$ cat config.mk
export PLATFORM = sky130hd
export DESIGN_NAME = mem_arbiter_flat
export DESIGN_NICKNAME = d
export VERILOG_FILES = /design/src/rtl/mem_arbiter_if.sv /design/src/rtl/mem_arbiter.sv /design/src/flat_wrapper.sv
export SDC_FILE = /design/constraint.sdc
export NUM_CORES = 1
export LEC_CHECK = 0
export BUFFER_PORTS_ARGS = -buffer_cell sky130_fd_sc_hd__buf_2
export CORE_MARGIN = 2
export CORE_UTILIZATION = 41
export CTS_CLUSTER_SIZE = 12
export DETAILED_ROUTE_END_ITERATION = 8
export PLACE_DENSITY = 0.68
export SLEW_MARGIN = 40
export SYNTH_ARGS = -nofsm -noshare
export SYNTH_HDL_FRONTEND = slang
export SYNTH_SLANG_ARGS = --single-unit
$ cat constraint.sdc
create_clock -name clk -period 7.7 [get_ports clk]
set_clock_uncertainty 0.2 [all_clocks]
set_input_delay 2.31 -clock clk [delete_from_list [all_inputs] [get_ports clk]]
set_output_delay 2.31 -clock clk [all_outputs]
set_load 0.1 [all_outputs]
$ cat src/rtl/mem_arbiter_if.sv
// Bundle of the fetch port, the load/store port and the unified memory port
// that mem_arbiter multiplexes.
interface mem_arbiter_if #(
  parameter int ADDR_W = 24
);
  logic              i_req;
  logic [ADDR_W-1:0] i_addr;
  logic              i_gnt;
  logic              i_rvalid;
  logic [31:0]       i_rdata;

  logic              d_req;
  logic              d_we;
  logic [ADDR_W-1:0] d_addr;
  logic [31:0]       d_wdata;
  logic [3:0]        d_wstrb;
  logic              d_gnt;
  logic              d_rvalid;
  logic [31:0]       d_rdata;

  logic              mem_req;
  logic              mem_we;
  logic [ADDR_W-1:0] mem_addr;
  logic [31:0]       mem_wdata;
  logic [3:0]        mem_wstrb;
  logic              mem_ready;
  logic [31:0]       mem_rdata;

  logic              err;
  logic              busy;

  modport slave (
    input  i_req, i_addr,
    input  d_req, d_we, d_addr, d_wdata, d_wstrb,
    input  mem_ready, mem_rdata,
    output i_gnt, i_rvalid, i_rdata,
    output d_gnt, d_rvalid, d_rdata,
    output mem_req, mem_we, mem_addr, mem_wdata, mem_wstrb,
    output err, busy
  );

  modport master (
    output i_req, i_addr,
    output d_req, d_we, d_addr, d_wdata, d_wstrb,
    output mem_ready, mem_rdata,
    input  i_gnt, i_rvalid, i_rdata,
    input  d_gnt, d_rvalid, d_rdata,
    input  mem_req, mem_we, mem_addr, mem_wdata, mem_wstrb,
    input  err, busy
  );
endinterface

$ cat src/rtl/mem_arbiter.sv
// Two-requester arbiter for the single-port unified memory: alternating
// priority on ties, one transaction in flight, timeout abort reported on err.
module mem_arbiter #(
  parameter int ADDR_W  = 24,
  parameter int TIMEOUT = 255
) (
  input logic          clk,
  input logic          resetn,
  mem_arbiter_if.slave bus
);
  typedef enum logic [1:0] {IDLE, BUSY_I, BUSY_D} state_t;

  localparam logic [15:0] CNT_LAST = 16'(TIMEOUT - 1);

  state_t            state;
  logic              last_d;
  logic [15:0]       cnt;
  logic              pick_d;
  logic [ADDR_W-1:0] addr_sel;

  // On a tie the requester that did not own the port last time wins.
  assign pick_d   = bus.d_req && (!bus.i_req || !last_d);
  assign addr_sel = pick_d ? bus.d_addr : bus.i_addr;

  always_ff @(posedge clk or posedge resetn) begin
    if (resetn) begin
      state         <= IDLE;
      last_d        <= 1'b0;
      cnt           <= '0;
      bus.i_gnt     <= 1'b0;
      bus.i_rvalid  <= 1'b0;
      bus.i_rdata   <= '0;
      bus.d_gnt     <= 1'b0;
      bus.d_rvalid  <= 1'b0;
      bus.d_rdata   <= '0;
      bus.mem_req   <= 1'b0;
      bus.mem_we    <= 1'b0;
      bus.mem_addr  <= '0;
      bus.mem_wdata <= '0;
      bus.mem_wstrb <= '0;
      bus.err       <= 1'b0;
      bus.busy      <= 1'b0;
    end else begin
      bus.i_gnt    <= 1'b0;
      bus.d_gnt    <= 1'b0;
      bus.i_rvalid <= 1'b0;
      bus.d_rvalid <= 1'b0;
      bus.err      <= 1'b0;
      case (state)
        IDLE: begin
          if (bus.i_req || bus.d_req) begin
            bus.mem_req   <= 1'b1;
            bus.mem_addr  <= addr_sel;
            bus.mem_we    <= pick_d & bus.d_we;
            bus.mem_wstrb <= pick_d ? bus.d_wstrb : 4'b0000;
            if (pick_d) bus.mem_wdata <= bus.d_wdata;
            bus.i_gnt     <= !pick_d;
            bus.d_gnt     <= pick_d;
            bus.busy      <= 1'b1;
            last_d        <= pick_d;
            cnt           <= '0;
            state         <= pick_d ? BUSY_D : BUSY_I;
          end
        end
        default: begin
          if (bus.mem_ready) begin
            bus.mem_req <= 1'b0;
            bus.busy    <= 1'b0;
            state       <= IDLE;
            if (state == BUSY_I) begin
              bus.i_rvalid <= 1'b1;
              bus.i_rdata  <= bus.mem_rdata;
            end else begin
              bus.d_rvalid <= 1'b1;
              // Store completions leave the last load data in place.
              if (!bus.mem_we) bus.d_rdata <= bus.mem_rdata;
            end
          end else if (cnt == CNT_LAST) begin
            bus.mem_req <= 1'b0;
            bus.busy    <= 1'b0;
            bus.err     <= 1'b1;
            state       <= IDLE;
            if (state == BUSY_I) begin
              bus.i_rvalid <= 1'b1;
              bus.i_rdata  <= '0;
            end else begin
              bus.d_rvalid <= 1'b1;
              bus.d_rdata  <= '0;
            end
          end else begin
            cnt <= cnt + 16'd1;
          end
        end
      endcase
    end
  end
endmodule

$ cat src/flat_wrapper.sv
// flat-port wrapper written by rule: the top's interface ports become plain ports
module mem_arbiter_flat 
#(
  parameter int ADDR_W  = 24,
  parameter int TIMEOUT = 255
)
  (clk, resetn, bus_i_req, bus_i_addr, bus_d_req, bus_d_we, bus_d_addr, bus_d_wdata, bus_d_wstrb, bus_mem_ready, bus_mem_rdata, bus_i_gnt, bus_i_rvalid, bus_i_rdata, bus_d_gnt, bus_d_rvalid, bus_d_rdata, bus_mem_req, bus_mem_we, bus_mem_addr, bus_mem_wdata, bus_mem_wstrb, bus_err, bus_busy);
  mem_arbiter_if #(.ADDR_W(ADDR_W)) bus_i ();
  input logic clk;
  input logic resetn;
  input wire logic [$bits(bus_i.i_req)-1:0] bus_i_req;
  input wire logic [$bits(bus_i.i_addr)-1:0] bus_i_addr;
  input wire logic [$bits(bus_i.d_req)-1:0] bus_d_req;
  input wire logic [$bits(bus_i.d_we)-1:0] bus_d_we;
  input wire logic [$bits(bus_i.d_addr)-1:0] bus_d_addr;
  input wire logic [$bits(bus_i.d_wdata)-1:0] bus_d_wdata;
  input wire logic [$bits(bus_i.d_wstrb)-1:0] bus_d_wstrb;
  input wire logic [$bits(bus_i.mem_ready)-1:0] bus_mem_ready;
  input wire logic [$bits(bus_i.mem_rdata)-1:0] bus_mem_rdata;
  output wire logic [$bits(bus_i.i_gnt)-1:0] bus_i_gnt;
  output wire logic [$bits(bus_i.i_rvalid)-1:0] bus_i_rvalid;
  output wire logic [$bits(bus_i.i_rdata)-1:0] bus_i_rdata;
  output wire logic [$bits(bus_i.d_gnt)-1:0] bus_d_gnt;
  output wire logic [$bits(bus_i.d_rvalid)-1:0] bus_d_rvalid;
  output wire logic [$bits(bus_i.d_rdata)-1:0] bus_d_rdata;
  output wire logic [$bits(bus_i.mem_req)-1:0] bus_mem_req;
  output wire logic [$bits(bus_i.mem_we)-1:0] bus_mem_we;
  output wire logic [$bits(bus_i.mem_addr)-1:0] bus_mem_addr;
  output wire logic [$bits(bus_i.mem_wdata)-1:0] bus_mem_wdata;
  output wire logic [$bits(bus_i.mem_wstrb)-1:0] bus_mem_wstrb;
  output wire logic [$bits(bus_i.err)-1:0] bus_err;
  output wire logic [$bits(bus_i.busy)-1:0] bus_busy;
  assign bus_i.i_req = bus_i_req;
  assign bus_i.i_addr = bus_i_addr;
  assign bus_i.d_req = bus_d_req;
  assign bus_i.d_we = bus_d_we;
  assign bus_i.d_addr = bus_d_addr;
  assign bus_i.d_wdata = bus_d_wdata;
  assign bus_i.d_wstrb = bus_d_wstrb;
  assign bus_i.mem_ready = bus_mem_ready;
  assign bus_i.mem_rdata = bus_mem_rdata;
  assign bus_i_gnt = bus_i.i_gnt;
  assign bus_i_rvalid = bus_i.i_rvalid;
  assign bus_i_rdata = bus_i.i_rdata;
  assign bus_d_gnt = bus_i.d_gnt;
  assign bus_d_rvalid = bus_i.d_rvalid;
  assign bus_d_rdata = bus_i.d_rdata;
  assign bus_mem_req = bus_i.mem_req;
  assign bus_mem_we = bus_i.mem_we;
  assign bus_mem_addr = bus_i.mem_addr;
  assign bus_mem_wdata = bus_i.mem_wdata;
  assign bus_mem_wstrb = bus_i.mem_wstrb;
  assign bus_err = bus_i.err;
  assign bus_busy = bus_i.busy;
  mem_arbiter #(.ADDR_W(ADDR_W), .TIMEOUT(TIMEOUT)) u_core (.clk(clk), .resetn(resetn), .bus(bus_i));
endmodule
## After elaboration in Yosys (flattened, before gate mapping)

Cells that the tools add are included.
Widths: inputs -> output; s select.

| word-level totals | value |
|---|---|
| bits in registers | 150 |
| bits of input ports | 122 |
| word-level logic and storage cells | 79 |

| operators by class | value |
|---|---|
| add/sub/neg operators | 1 |
| reduce and logical (&&, ||, !) cells | 15 |
| equality and inequality tests | 6 |
| bitwise gates (word level) | 3 |
| mux-type cells | 39 |

Operators by type and width:

| cell | number |
|---|---|
| $mux 32 | 9 |
| $mux 16 | 4 |
| $mux 24 | 1 |
| $mux 1 | 19 |
| $add 16x1->16 const B | 1 |
| $eq 16x8->1 const B | 1 |
| $mux 2 | 5 |
| $reduce_and 3->1 | 3 |
| $mux 4 | 1 |
| $ne 2x1->1 const B | 2 |
| $ne 2x2->1 const B | 2 |
| $reduce_and 2->1 | 2 |
| $reduce_and 4->1 | 1 |
| $logic_not 1->1 | 3 |
| $reduce_bool 3->1 | 1 |
| $eq 2x1->1 const B | 1 |
| $logic_not 2->1 | 1 |
| $logic_or 1x1->1 | 2 |
| $not 1->1 | 2 |
| $reduce_bool 2->1 | 1 |
| $and 1x1->1 | 1 |
| $logic_and 1x1->1 | 1 |

## Logic depth before layout (Yosys ltp)

| logic depth | value |
|---|---|
| depth after elaboration | 6 |
| gate-level depth with buffers | 8 |
| mapped depth without buffers | 6 |

## Worst setup path before layout

Ideal clock, no wire load.

| path | value |
|---|---|
| path kind | register to output |
| start | register, netlist name u_core.bus.busy |
| end | output port bus_mem_req |
| stages on the path, launching flop included | 2 |
| required time | 5190 ps |
| path buffers | 1 |
| slack | 3850 ps |
| arrival time | 1340 ps |
| cells stage by stage | dfrtp_1 > buf_4 |

RTL lines:

| item | line | RTL |
|---|---|---|
| end: declaration | flat_wrapper.sv:26 | `output wire logic [$bits(bus_i.mem_req)-1:0] bus_mem_req;` |

## Worst setup path after layout

| path | value |
|---|---|
| start | register u_core.bus.mem_we |
| end | output port bus_mem_we |

RTL lines:

| item | line | RTL |
|---|---|---|
| start: declaration | mem_arbiter_if.sv:38 | `output mem_req, mem_we, mem_addr, mem_wdata, mem_wstrb,` |
| start signal: assignment | mem_arbiter.sv:54 | `bus.mem_we <= pick_d & bus.d_we;` |
| end: declaration | flat_wrapper.sv:27 | `output wire logic [$bits(bus_i.mem_we)-1:0] bus_mem_we;` |

No word-level cell between the ends.

==> results.ini <==
[route]
wl_per_cell_um=18.1
drc=0
drt_first_pass_iters=9
vias_per_cell=5.57
totalWireLength_um=17800
num_vias=5478
drt_iter0_markers=471
ant_nets=0

[clock_tree]
cts_num_sinks=150
cts_buffer_depth=2
clk_pin_slew_ns=0.06
cts_made_buffers=17
clock_latency_ns=0.41
post-cts-setup-buffers=0
ctsHoldBuffers=0
htree_levels=4
cts_tree=done
root_buffer=clkbuf_16
ctsResizeCount=0

[critical_path]
rrSetupSlack_ns=5.10
required_ns=5.19
critPathArrivalTime_ns=1.80
path_max_fanout=35
worst-setup-path-type=flop to primary output
worstPathCellList=buf_2
crit_slowest_cell=dfrtp_2
worst_path_largest_cell_delay_ns=0.81
cp_num_buf_inv=1
critPathTopFamily=flip-flops
worst_setup_path_start_kind=flop
cp-end-kind=primary output

[logic_synthesis]
synth.avg_cell_area_um2=11.4
synth.top_cell.area_share=0.597
synth_edf_count=0
ys_ff_latch=150
ys.flop_type=dfrtp_1
syn_area_um2=6290
synth_fp_nets=676
ys_types=48
synth_warnings=0
yosysTopAreaCell=dfrtp_1
ys_seq_area_frac=0.597
synthTopCellsByCount=dfrtp_1, nand2_1, a22o_1
synth_most_common_cell=dfrtp_1
synthTopCellsByArea=dfrtp_1, a22o_1, nand2_1
postSynth.asyncResetShare=1.00
synthCells=552

[sta]
hold_viol_final=0
min_period_ns=4.31
hold_ws_ns=0.271
finalSetupViolCount=0
drv_slew=0
setup_tns_ns=0
fmax_mhz=232
tightestPinTransition_ns=0.784
relSlewSlack=0.476
timing.final.crit_share=0.560
rsz0062_at_grt=no

[die]
coreArea_um2=15100
die_h_um=128
dieArea_um2=16300
io-pin-count=254
fp-row-count=45
fp.dieW_um=128
start_util=0.417

[job]
maxCapViolCount=0

[layout]
fillers=1361
diodes=0
drive_above_1_share=0.390
syn_to_final_growth_pct=29.9
final_net_count=907
instances_no_fill=983

[place]
dpl.hpwl_um=12300
place_congestion=0.884
numPortBuffers=253
dp.cells=952

[min_path]
hold_path.class=flop to flop

[global_route]
grt_overflow_total=0
grt_pass1_vias=5424
track_usage=0.219
grt_pass1_wl_um=27800
grt_antenna_before_repair=0
grt_max_degree=98

[outcome]
status=finished, final reports clean

-- layout by cell type, fill, tap and decap left out, drive strengths merged, types with 8 or more instances in the layout --
| master | Yosys | final |
|---|---|---|
| o21ai | 9 | 9 |
| a222oi | 24 | 24 |
| a31oi | 14 | 14 |
| nor2 | 8 | 8 |
| nand3 | 8 | 8 |
| clkbuf | 31 | 22 |
| inv | 34 | 36 |
| buf | 11 | 257 |
| a22o | 101 | 101 |
| dfrtp | 150 | 150 |
| nand2 | 107 | 107 |
-- cells by family (layout without fill, tap and decap cells) --
family | Yosys count | in the layout | share of synthesized area
AO/OA/AOI/OAI | 170 | 170 | 0.228
adder cells (fa/ha/maj) | 2 | 2 | 0.00398
buffers and inverters | 79 | 322 | 0.0611
flip-flops | 150 | 150 | 0.597
AND/OR/NAND/NOR | 151 | 151 | 0.110
-- per-layer routing --
metal  global-route usage  vias to the layer above  routed length (um)
li1                     -                     2491                   -
met3               0.0668                       21                1410
met2                0.357                      256                8610
met4               0.0905                        0                 404
met5                    0                        -                   0
met1                0.271                     2710                7340
-- final timing paths --
kind,from,end,cells past startpoint
max,u_core.bus.mem_we,bus_mem_we,1
min,u_core.bus.mem_wdata[11],u_core.bus.mem_wdata[11],2
max reg2reg,u_core.cnt[0],u_core.bus.i_rdata[29],6
min reg2reg,u_core.bus.mem_wdata[11],u_core.bus.mem_wdata[11],2
max in group asynchronous,resetn,u_core.bus.mem_wdata[19],3
min in group asynchronous,resetn,u_core.bus.i_rvalid,2
-- registers in the layout, summed over array words and instances, names as in the netlist, 2 cells and up --
name / cells
u_core.bus.d_rdata: 32
u_core.bus.i_rdata: 32
u_core.bus.mem_addr: 24
u_core.bus.mem_wdata: 32
u_core.bus.mem_wstrb: 4
u_core.cnt: 16
u_core.state: 2
-- per-stage QoR --
stage          worst slack, ns  area (um^2)   util
5_1_grt                   3.31         8170  0.541
3_3_place_gp              3.20         7580  0.502
6_report                  3.39         8170  0.541
4_1_cts                   3.38         8160  0.541
3_5_place_dp              3.21         7590  0.503
2_1_floorplan             1.15         6290      -
-- area by class of cell --
type / instances / area, um^2 / area share
Inverter: 34 / 138 / 0.0169
Clock inverter: 9 / 92.6 / 0.0113
Tap cell: 188 / 235 / 0.0288
Multi-Input combinational cell: 323 / 2180 / 0.267
Clock buffer: 22 / 474 / 0.0581
Timing Repair Buffer: 257 / 1300 / 0.159
Sequential cell: 150 / 3750 / 0.460
Power is left out: the tool's default activity adds up to more than one toggle a clock period on the data nets, which glitch-free logic cannot reach.
